$ cat src/rtl/cpu_pkg.sv
`default_nettype none
// +----------------------------------------------------------------------+
// | Package : cpu_pkg                                                    |
// | Shared types for the parametrised accumulator processor: opcode     |
// | encodings, FSM states, ALU operation select and the opcode-to-ALU   |
// | mapping used by both the DECODE and EXEC paths.                     |
// | Revision: 1.0  initial release                                      |
// +----------------------------------------------------------------------+
package cpu_pkg;

  localparam int OPC_W = 4;

  typedef enum logic [OPC_W-1:0] {
    OP_NOP   = 4'h0,
    OP_LOAD  = 4'h1,
    OP_STORE = 4'h2,
    OP_ADD   = 4'h3,
    OP_SUB   = 4'h4,
    OP_AND   = 4'h5,
    OP_OR    = 4'h6,
    OP_XOR   = 4'h7,
    OP_NOT   = 4'h8,
    OP_SHL   = 4'h9,
    OP_SHR   = 4'hA,
    OP_LDI   = 4'hB,
    OP_JMP   = 4'hC,
    OP_JZ    = 4'hD,
    OP_JC    = 4'hE,
    OP_HALT  = 4'hF
  } opcode_e;

  typedef enum logic [2:0] {
    FETCH  = 3'd0,
    DECODE = 3'd1,
    READ   = 3'd2,
    EXEC   = 3'd3,
    WRITE  = 3'd4,
    HALT   = 3'd5
  } state_e;

  typedef enum logic [3:0] {
    ALU_PASS = 4'd0,  // result = b; carry is not meaningful
    ALU_ADD  = 4'd1,
    ALU_SUB  = 4'd2,
    ALU_AND  = 4'd3,
    ALU_OR   = 4'd4,
    ALU_XOR  = 4'd5,
    ALU_NOT  = 4'd6,
    ALU_SHL  = 4'd7,
    ALU_SHR  = 4'd8
  } alu_op_e;

  // LOAD and LDI both pass the b operand through; only the source of b
  // (MDR vs. immediate) differs, and that is chosen by the FSM state.
  function automatic alu_op_e alu_op_of(opcode_e op);
    case (op)
      OP_ADD:  return ALU_ADD;
      OP_SUB:  return ALU_SUB;
      OP_AND:  return ALU_AND;
      OP_OR:   return ALU_OR;
      OP_XOR:  return ALU_XOR;
      OP_NOT:  return ALU_NOT;
      OP_SHL:  return ALU_SHL;
      OP_SHR:  return ALU_SHR;
      default: return ALU_PASS;
    endcase
  endfunction

endpackage
`default_nettype wire

$ cat src/rtl/param_acc_cpu_if.sv
`default_nettype none
// +----------------------------------------------------------------------+
// | Interface : param_acc_cpu_if                                         |
// | Single shared instruction+data memory port between the core and    |
// | the memory. Names are from the core's point of view.                |
// |   i_memData     memory -> core  read data (valid when ready)        |
// |   i_memReady    memory -> core  request accepted/completed          |
// |   o_memData     core -> memory  write data                          |
// |   o_memAddr     core -> memory  request address                     |
// |   o_memWrEnable core -> memory  write request                       |
// |   o_memRdEnable core -> memory  read request                        |
// | Revision: 1.0  initial release                                      |
// +----------------------------------------------------------------------+
interface param_acc_cpu_if #(
  parameter int DATA_W = 16,
  parameter int ADDR_W = 12
) ();

  logic [DATA_W-1:0] i_memData;
  logic              i_memReady;
  logic [DATA_W-1:0] o_memData;
  logic [ADDR_W-1:0] o_memAddr;
  logic              o_memWrEnable;
  logic              o_memRdEnable;

  modport master (
    input  i_memData,
    input  i_memReady,
    output o_memData,
    output o_memAddr,
    output o_memWrEnable,
    output o_memRdEnable
  );

  modport slave (
    output i_memData,
    output i_memReady,
    input  o_memData,
    input  o_memAddr,
    input  o_memWrEnable,
    input  o_memRdEnable
  );

endinterface
`default_nettype wire

$ cat src/rtl/param_alu.sv
`default_nettype none
// +----------------------------------------------------------------------+
// | Module : param_alu                                                   |
// | Combinational DATA_W-bit ALU for the accumulator core.              |
// |   a       in   DATA_W  accumulator operand                          |
// |   b       in   DATA_W  memory/immediate operand                     |
// |   op      in   alu_op_e operation select                            |
// |   result  out  DATA_W  wrapped result                               |
// |   carry   out  1       carry / borrow / shifted-out bit             |
// |   zero    out  1       result == 0                                  |
// | Revision: 1.0  initial release                                      |
// +----------------------------------------------------------------------+
module param_alu
  import cpu_pkg::*;
#(
  parameter int DATA_W = 16
) (
  input  logic [DATA_W-1:0] a,
  input  logic [DATA_W-1:0] b,
  input  alu_op_e           op,
  output logic [DATA_W-1:0] result,
  output logic              carry,
  output logic              zero
);

  logic [DATA_W:0] wide;

  always_comb begin
    wide   = '0;
    result = '0;
    carry  = 1'b0;
    case (op)
      ALU_ADD: begin
        wide   = {1'b0, a} + {1'b0, b};
        result = wide[DATA_W-1:0];
        carry  = wide[DATA_W];
      end
      ALU_SUB: begin
        // The extra top bit goes to 1 exactly when a < b (borrow).
        wide   = {1'b0, a} - {1'b0, b};
        result = wide[DATA_W-1:0];
        carry  = wide[DATA_W];
      end
      ALU_AND: result = a & b;
      ALU_OR:  result = a | b;
      ALU_XOR: result = a ^ b;
      ALU_NOT: result = ~a;
      ALU_SHL: begin
        result = {a[DATA_W-2:0], 1'b0};
        carry  = a[DATA_W-1];
      end
      ALU_SHR: begin
        result = {1'b0, a[DATA_W-1:1]};
        carry  = a[0];
      end
      default: result = b;
    endcase
  end

  assign zero = (result == '0);

endmodule
`default_nettype wire

$ cat src/rtl/param_acc_cpu.sv
`default_nettype none
// +----------------------------------------------------------------------+
// | Module : param_acc_cpu                                               |
// | Multicycle accumulator processor with one shared memory port,       |
// | ready handshake, Z/C flags, branches and a halt state.              |
// |   i_clk     in   1        clock                                     |
// |   i_rst     in   1        synchronous active-high reset             |
// |   mem       master        memory port (see param_acc_cpu_if)        |
// |   o_halted  out  1        core is in HALT                           |
// |   o_acc     out  DATA_W   accumulator (debug)                       |
// |   o_pc      out  ADDR_W   program counter (debug)                   |
// | Revision: 1.0  initial release                                      |
// +----------------------------------------------------------------------+
module param_acc_cpu
  import cpu_pkg::*;
#(
  parameter int               DATA_W   = 16,
  parameter int               ADDR_W   = 12,
  parameter logic [ADDR_W-1:0] RESET_PC = '0
) (
  input  logic                i_clk,
  input  logic                i_rst,
  param_acc_cpu_if.master     mem,
  output logic                o_halted,
  output logic [DATA_W-1:0]   o_acc,
  output logic [ADDR_W-1:0]   o_pc
);

  // The operand field sits below the opcode; a wider address cannot be
  // encoded in one instruction word.
  if (ADDR_W > DATA_W - OPC_W) begin : g_bad_addr_w
    $error("param_acc_cpu: ADDR_W (%0d) must not exceed DATA_W-4 (%0d)",
           ADDR_W, DATA_W - OPC_W);
  end

  state_e            state, state_n;
  logic [ADDR_W-1:0] pc, pc_n;
  logic [DATA_W-1:0] ir, ir_n;
  logic [DATA_W-1:0] mdr, mdr_n;
  logic [DATA_W-1:0] acc, acc_n;
  logic              z, z_n;
  logic              c, c_n;
  logic              acc_we;

  opcode_e           opc;
  logic [ADDR_W-1:0] opnd;
  logic [DATA_W-1:0] imm;
  alu_op_e           alu_op;
  logic [DATA_W-1:0] alu_b;
  logic [DATA_W-1:0] alu_res;
  logic              alu_carry;
  logic              alu_zero;

  assign opc    = opcode_e'(ir[DATA_W-1 -: OPC_W]);
  assign opnd   = ir[ADDR_W-1:0];
  assign imm    = {{OPC_W{1'b0}}, ir[DATA_W-OPC_W-1:0]};
  assign alu_op = alu_op_of(opc);
  // DECODE works on the immediate (LDI) or on ACC alone; EXEC on MDR.
  assign alu_b  = (state == EXEC) ? mdr : imm;

  param_alu #(
    .DATA_W (DATA_W)
  ) u_alu (
    .a      (acc),
    .b      (alu_b),
    .op     (alu_op),
    .result (alu_res),
    .carry  (alu_carry),
    .zero   (alu_zero)
  );

  always_ff @(posedge i_clk) begin
    if (i_rst) begin
      state <= FETCH;
      pc    <= RESET_PC;
      ir    <= '0;
      mdr   <= '0;
      acc   <= '0;
      z     <= 1'b0;
      c     <= 1'b0;
    end else begin
      state <= state_n;
      pc    <= pc_n;
      ir    <= ir_n;
      mdr   <= mdr_n;
      acc   <= acc_n;
      z     <= z_n;
      c     <= c_n;
    end
  end

  always_comb begin
    state_n = state;
    pc_n    = pc;
    ir_n    = ir;
    mdr_n   = mdr;
    acc_n   = acc;
    z_n     = z;
    c_n     = c;
    acc_we  = 1'b0;
    case (state)
      FETCH: begin
        if (mem.i_memReady) begin
          ir_n    = mem.i_memData;
          pc_n    = pc + ADDR_W'(1);
          state_n = DECODE;
        end
      end
      DECODE: begin
        state_n = FETCH;
        case (opc)
          OP_JMP: pc_n = opnd;
          OP_JZ:  if (z) pc_n = opnd;
          OP_JC:  if (c) pc_n = opnd;
          OP_LDI, OP_NOT, OP_SHL, OP_SHR: acc_we = 1'b1;
          OP_LOAD, OP_ADD, OP_SUB, OP_AND, OP_OR, OP_XOR: state_n = READ;
          OP_STORE: state_n = WRITE;
          OP_HALT:  state_n = HALT;
          default:  state_n = FETCH;
        endcase
      end
      READ: begin
        if (mem.i_memReady) begin
          mdr_n   = mem.i_memData;
          state_n = EXEC;
        end
      end
      EXEC: begin
        acc_we  = 1'b1;
        state_n = FETCH;
      end
      WRITE: begin
        if (mem.i_memReady) state_n = FETCH;
      end
      HALT:    state_n = HALT;
      default: state_n = FETCH;
    endcase

    if (acc_we) begin
      acc_n = alu_res;
      z_n   = alu_zero;
      // LOAD/LDI keep the carry from the previous arithmetic.
      if (alu_op != ALU_PASS) c_n = alu_carry;
    end
  end

  // Memory outputs depend only on state/registers and reset, never on ready.
  always_comb begin
    mem.o_memRdEnable = 1'b0;
    mem.o_memWrEnable = 1'b0;
    mem.o_memAddr     = '0;
    mem.o_memData     = '0;
    o_halted          = 1'b0;
    if (!i_rst) begin
      case (state)
        FETCH: begin
          mem.o_memRdEnable = 1'b1;
          mem.o_memAddr     = pc;
        end
        READ: begin
          mem.o_memRdEnable = 1'b1;
          mem.o_memAddr     = opnd;
        end
        WRITE: begin
          mem.o_memWrEnable = 1'b1;
          mem.o_memAddr     = opnd;
          mem.o_memData     = acc;
        end
        HALT:    o_halted = 1'b1;
        default: o_halted = 1'b0;
      endcase
    end
  end

  assign o_acc = acc;
  assign o_pc  = pc;

endmodule
`default_nettype wire
$ cat src/flat_wrapper.sv
// flat-port wrapper written by rule: the top's interface ports become plain ports
module param_acc_cpu_flat import cpu_pkg::*;
#(
  parameter int               DATA_W   = 16,
  parameter int               ADDR_W   = 12,
  parameter logic [ADDR_W-1:0] RESET_PC = '0
)
  (i_clk, i_rst, o_halted, o_acc, o_pc, mem_i_memData, mem_i_memReady, mem_o_memData, mem_o_memAddr, mem_o_memWrEnable, mem_o_memRdEnable);
  param_acc_cpu_if #(.DATA_W(DATA_W), .ADDR_W(ADDR_W)) mem_i ();
  input  logic i_clk;
  input  logic i_rst;
  output logic o_halted;
  output logic [DATA_W-1:0] o_acc;
  output logic [ADDR_W-1:0] o_pc;
  input wire logic [$bits(mem_i.i_memData)-1:0] mem_i_memData;
  input wire logic [$bits(mem_i.i_memReady)-1:0] mem_i_memReady;
  output wire logic [$bits(mem_i.o_memData)-1:0] mem_o_memData;
  output wire logic [$bits(mem_i.o_memAddr)-1:0] mem_o_memAddr;
  output wire logic [$bits(mem_i.o_memWrEnable)-1:0] mem_o_memWrEnable;
  output wire logic [$bits(mem_i.o_memRdEnable)-1:0] mem_o_memRdEnable;
  assign mem_i.i_memData = mem_i_memData;
  assign mem_i.i_memReady = mem_i_memReady;
  assign mem_o_memData = mem_i.o_memData;
  assign mem_o_memAddr = mem_i.o_memAddr;
  assign mem_o_memWrEnable = mem_i.o_memWrEnable;
  assign mem_o_memRdEnable = mem_i.o_memRdEnable;
  param_acc_cpu #(.DATA_W(DATA_W), .ADDR_W(ADDR_W), .RESET_PC(RESET_PC)) u_core (.i_clk(i_clk), .i_rst(i_rst), .mem(mem_i), .o_halted(o_halted), .o_acc(o_acc), .o_pc(o_pc));
endmodule
$ cat config.mk
export PLATFORM = sky130hd
export DESIGN_NAME = param_acc_cpu_flat
export DESIGN_NICKNAME = d
export VERILOG_FILES = /design/src/rtl/cpu_pkg.sv /design/src/rtl/param_acc_cpu_if.sv /design/src/rtl/param_alu.sv /design/src/rtl/param_acc_cpu.sv /design/src/flat_wrapper.sv
export SDC_FILE = /design/constraint.sdc
export NUM_CORES = 1
export LEC_CHECK = 0
export ABC_AREA = 1
export ABC_CLOCK_PERIOD_IN_PS = 7820
export CAP_MARGIN = 20
export CORE_MARGIN = 2
export CORE_UTILIZATION = 25
export CTS_BUF_LIST = sky130_fd_sc_hd__clkbuf_16
export CTS_CLUSTER_SIZE = 25
export DETAILED_ROUTE_END_ITERATION = 16
export GPL_TIMING_DRIVEN = 0
export HOLD_SLACK_MARGIN = 0.12
export PLACE_DENSITY = 0.43
export SETUP_SLACK_MARGIN = 0.1
export SYNTH_ARGS = -nofsm -noshare
export SYNTH_HDL_FRONTEND = slang
export SYNTH_SLANG_ARGS = --single-unit
$ cat constraint.sdc
create_clock -name i_clk -period 7.82 [get_ports i_clk]
set_clock_uncertainty 0.1 [all_clocks]
set_input_delay 1.173 -clock i_clk [delete_from_list [all_inputs] [get_ports i_clk]]
set_output_delay 1.173 -clock i_clk [all_outputs]
set_load 0.05 [all_outputs]
# [Word level (Yosys, flattened, before mapping)]
# Memory sizes are Yosys's and may differ from the RTL's. A register that Yosys moved wholly into a read port is not among the register bits.
# Cells that the tools add are included.
[totals] register_bits=65 rom_bits=64 in_bits=19 output_inout_bits=59 word_cells=89 mem_count=1
[memory_table] memory="(no name shown)" words=16 word_bits=4 rd=1 rd_ports_with_merged_regs=1 write_ports=0 line_no="cpu_pkg.sv:56" text="case (op)"
[classes] addsub=3 eq_ne=34 mux=27 bitwise=4 reduce_logical=13
[op_table] op="16-bit case mux with 8 select lines" count=1
[op_table] op="12-bit 2-to-1 mux" count=4
[op_table] op="16-bit 2-to-1 mux" count=3
[op_table] op="12-bit case mux with 2 select lines" count=2
[op_table] op="4-bit == test (second input constant)" count=9
[op_table] op="12-bit case mux with 3 select lines" count=1
[op_table] op="4-bit by 3-bit == test with 1-bit output (second input constant)" count=8
[op_table] op="16-bit by 16-bit adder with 17-bit output" count=1
[op_table] op="16-bit by 16-bit subtractor with 17-bit output" count=1
[op_table] op="16-bit AND" count=1
[op_table] op="4-bit by 2-bit == test with 1-bit output (second input constant)" count=4
[op_table] op="16-bit logical NOT" count=1
[op_table] op="16-bit NOT" count=1
[op_table] op="16-bit OR" count=1
[op_table] op="16-bit XOR" count=1
[op_table] op="3-bit case mux with 5 select lines" count=1
[op_table] op="12-bit by 1-bit adder with 12-bit output (second input constant)" count=1
[op_table] op="3-bit 2-to-1 mux" count=3
[op_table] op="3-bit case mux with 3 select lines" count=1
[op_table] op="4-bit by 1-bit == test with 1-bit output (second input constant)" count=2
[op_table] op="4-bit 2-to-1 mux" count=2
[op_table] op="1-bit 2-to-1 mux" count=7
[op_table] op="3-bit by 2-bit == test with 1-bit output (second input constant)" count=2
[op_table] op="3-bit == test (second input constant)" count=2
[op_table] op="15 further kinds" count=21

# [Longest topological paths before layout]
[logic_depth] ltp_word=5 depth_mapped=24 depth_no_buf=22

# [By module]
# Synthesis repeated with hierarchy kept, for this count alone.
[unflattened] cells_unflattened=1195 hier_area_um2=6799.0
[modules_own_cells] mod="param_acc_cpu" instances=1 cells_per_inst=524 area_each_um2=3440.8 seq_area_each_um2=1381.3
[modules_own_cells] mod="param_alu" instances=1 cells_per_inst=671 area_each_um2=3358.2 seq_area_each_um2=0.0

# [Least setup slack after synthesis]
# OpenSTA, ideal clock, no wires.
[synth_path] kind="in2out" startpoint="input port i_rst" endpoint="output port mem_o_memData[10]" arrival_time_ps=3190 required_ps=6547 setup_slack_ps=3357 cell_stages=4 n_path_buf=1 cell_sequence="nor2_1 -> clkinv_1 -> clkbuf_1 -> nor2_1"
[synth_via] elab_chain_len=1
[synth_rtl] item="start: declaration" line_no="flat_wrapper.sv:11" text="input logic i_rst;"
[synth_rtl] item="16-bit 2-to-1 mux" line_no="param_acc_cpu.sv:154" text="if (!i_rst) begin"
[synth_rtl] item="end: declaration" line_no="flat_wrapper.sv:17" text="output wire logic [$bits(mem_i.o_memData)-1:0] mem_o_memData;"
# No other way between the ends.

# [Worst setup path after layout]
[layout_path] startpoint="input port i_rst" endpoint="output port mem_o_memAddr[3]"
[layout_via] elab_chain_len=1
[layout_rtl] item="12-bit 2-to-1 mux" line_no="param_acc_cpu.sv:154"
[layout_rtl] item="end: declaration" line_no="flat_wrapper.sv:18" text="output wire logic [$bits(mem_i.o_memAddr)-1:0] mem_o_memAddr;"
# No other way between the ends.

==> metrics.yaml <==
clock_tree:
  root_buffer: "clkbuf_16"
  postCtsHoldBufs: 0
  clock_latency_ps: 330
  post_cts_buffers: 0
  cts_buffers: 9
  tritoncts: "done"
  path_clk_slew_ps: 60
  cts_buffer_depth: 2
  post_cts_resized: 0
  cts_num_sinks: 69
  cts_max_level: 3
final_layout:
  syn_to_final_growth_pct: 23.20
  nets: 1321
  drive_above_1_share_pct: 4.553
  num_antenna_cells: 0
  fin_area_mm2: 0.008173
critical_path:
  crit_path_cell_trace: "clkdlybuf4s50_1 > clkbuf_1 > buf_1 > a21oi_1 > clkdlybuf4s50_1"
  cp.required_ps: 6550
  critPathArrivalTime_ps: 3670
  r2r_slack_ps: 3930
  cp_max_fo: 10
  crit_type: "input port to output pin"
  cpMostUsedCell: "clkdlybuf4s50_1"
  endpoint_kind: "output pin"
  crit_slowest_cell: "clkdlybuf4s50_1"
  max_stage_delay_ps: 730
  startpoint_type: "input port"
power_and_ir_drop:
  power.density_mw_per_mm2: 190.5
  swShare_pct: 42.71
  power_mw: 1.557
  switching_power_mw: 0.6649
  clkPwrFrac_pct: 30.6
  p_int_mw: 0.8920
  ir_drop_v: 0.0001095
  pwr-share-comb_pct: 42.6
  seqPwrFrac_pct: 26.8
  p_leak_nw: 3.594
sta:
  finalSetupViolCount: 0
  max_freq_mhz: 202.4
  slew_viol_final: 0
  fin_setup_tns_ps: 0
  timing.final.hold_violations: 0
  rsz0062_at_grt: "no"
  max_slew_margin_pct: 38.63
  period_share_pct: 63.20
  tightest_slew_ps: 917.2
  worst_slack_ps: 2878
  min_period_ps: 4942
place:
  post-place-ws_ps: 2864
  gp_congestion: 0.9020
  place_area_mm2: 0.007824
  dp.final_hpwl_mm: 22.73
  portBuffers: 77
synth:
  synth.area.top_cells: "dfxtp_1 (21%), nand2_1 (18%), ha_1 (10%)"
  synth_top_area_share_pct: 20.82
  ys_seq_elements: 69
  synth.cell_area_mm2: 0.006634
  synth_area_per_cell_um2: 5.724
  dominantRegCellSynth: "dfxtp_1"
  seq_area_frac_synth_pct: 20.82
  synth.distinct_cells: 41
  yosys_warnings: 0
  synth_edf_count: 0
  syn-num-nets: 1233
  synth-async-reset-ratio_pct: 0
  synth_cells: 1159
  yosysTopAreaCell: "dfxtp_1"
die:
  die_area_mm2: 0.02785
  io_pins: 78
  coreArea_mm2: 0.02606
  die_x_um: 166.9
  fp.dieH_um: 166.9
  initial_core_util_pct: 25.46
  fp-row-count: 59
global_route:
  grt_use_met3_pct: 2.163
  grt_max_degree: 14
  grt_pass1_wl_mm: 42.53
  antenna_found_initial: 0
  overflow: 0
  grt_pass1_vias: 7415
  grt_most_used_layer: "met2"
  grtUsageTotal_pct: 19.54
  met1_usage_pct: 25.50
  grtUsageMet2_pct: 33.01
drt:
  viasPerCell: 4.781
  drt-pass1-iter-count: 5
  vias: 7588
  post-route-drc-count: 0
  antenna_left: 0
  wl_mm: 27.33
  wl_per_cell_um: 17.22
  drt_iter0_drc: 539
hold_path:
  hold_path_class: "flip-flop to flip-flop"
outcome:
  outcome: "complete, no violations"
flow_run:
  drv_cap: 0
## power by group through the flow
stage / combinational [mW] / sequential [mW] / clock [mW]
finish: 0.663 / 0.417 / 0.477
global route: 0.739 / 0.422 / 0.502
CTS: 0.661 / 0.417 / 0.486
detailed placement: 0.658 / 0.425 / 0
global placement: 0.660 / 0.425 / 0
floorplan: 0.410 / 0.451 / 0
## worst paths after layout
| path | start | to | depth (start not counted) |
|---|---|---|---|
| worst max-delay path | i_rst | mem_o_memAddr[3] | 5 |
| worst min-delay path | u_core.mdr[4] | u_core.mdr[4] | 2 |
| worst max register to register | u_core.state[1] | u_core.z | 20 |
| worst min register to register | u_core.mdr[4] | u_core.mdr[4] | 2 |
## critical path, delay by kind of cell
family / cells / cell delay [ps]
buffers and inverters: 4 / 2390
AO/OA/AOI/OAI: 1 / 90
## layer usage
| layer | up-vias | part of all wire, % |
|---|---|---|
| met5 | - | 0 |
| met1 | 3461 | 45 |
| met2 | 203 | 47 |
| met4 | 0 | 3.8 |
| met3 | 36 | 4.2 |
| li1 | 3888 | - |
## flip-flops by register name, summed over array words and instances (netlist names)
register       flops
u_core.alu_op      4
u_core.c           1
u_core.ir         16
u_core.mdr        16
u_core.o_acc      16
u_core.o_pc       12
u_core.state       3
u_core.z           1
## cells in the final DEF, fill, tap and decap left out, drive strengths merged, types with 12 or more instances in the layout
cell type,n
dfxtp,69
inv,179
clkbuf,30
clkdlybuf4s50,77
o21ai,87
buf,22
nand4,14
o211ai,12
nand2,328
nand3,85
a21oi,93
o22ai,15
ha,53
nor2,137
## kinds of logic after synthesis
family | synth area share (%)
buffers and inverters | 13.16
adders and majority gates | 10.60
and+or+nand+nor | 36.29
DFF | 20.82
AOI/OAI and AO/OA | 18.46
xor gates and xnor gates | 0.6602
## final cells by class
type | instances | area (um2)
clock inverter | 7 | 123.9
fill | 2969 | 17890
sequential | 69 | 1381
multi-input combinational | 866 | 4379
buffer | 43 | 193.9
tap | 335 | 419.2
inverter | 181 | 679.4
timing repair buffer | 77 | 770.7
clock buffer | 9 | 225.2
## cell usage after synthesis (all sizes together), types with 3 or more instances
library cell,n
a211oi,4
a21oi,93
a31oi,5
and2,4
buf,22
clkbuf,21
dfxtp,69
ha,53
inv,179
nand2,328
nand3,85
nand4,14
nor2,137
nor3,7
o211ai,12
o21ai,87
o21bai,3
o22ai,15
xor2,3
## through the flow
step | hold slack (ps) | instances | utilization (%)
final | 348.3 | 1587 | 31.36
after global routing | 365.0 | 1587 | 31.36
after CTS | 349.9 | 1587 | 31.36
after detailed placement | 341.8 | 1571 | 30.02
after global placement | 335.1 | 1571 | 30.02
after floorplan | 324.5 | 1159 | -
(Power assumes the default switching activity.)
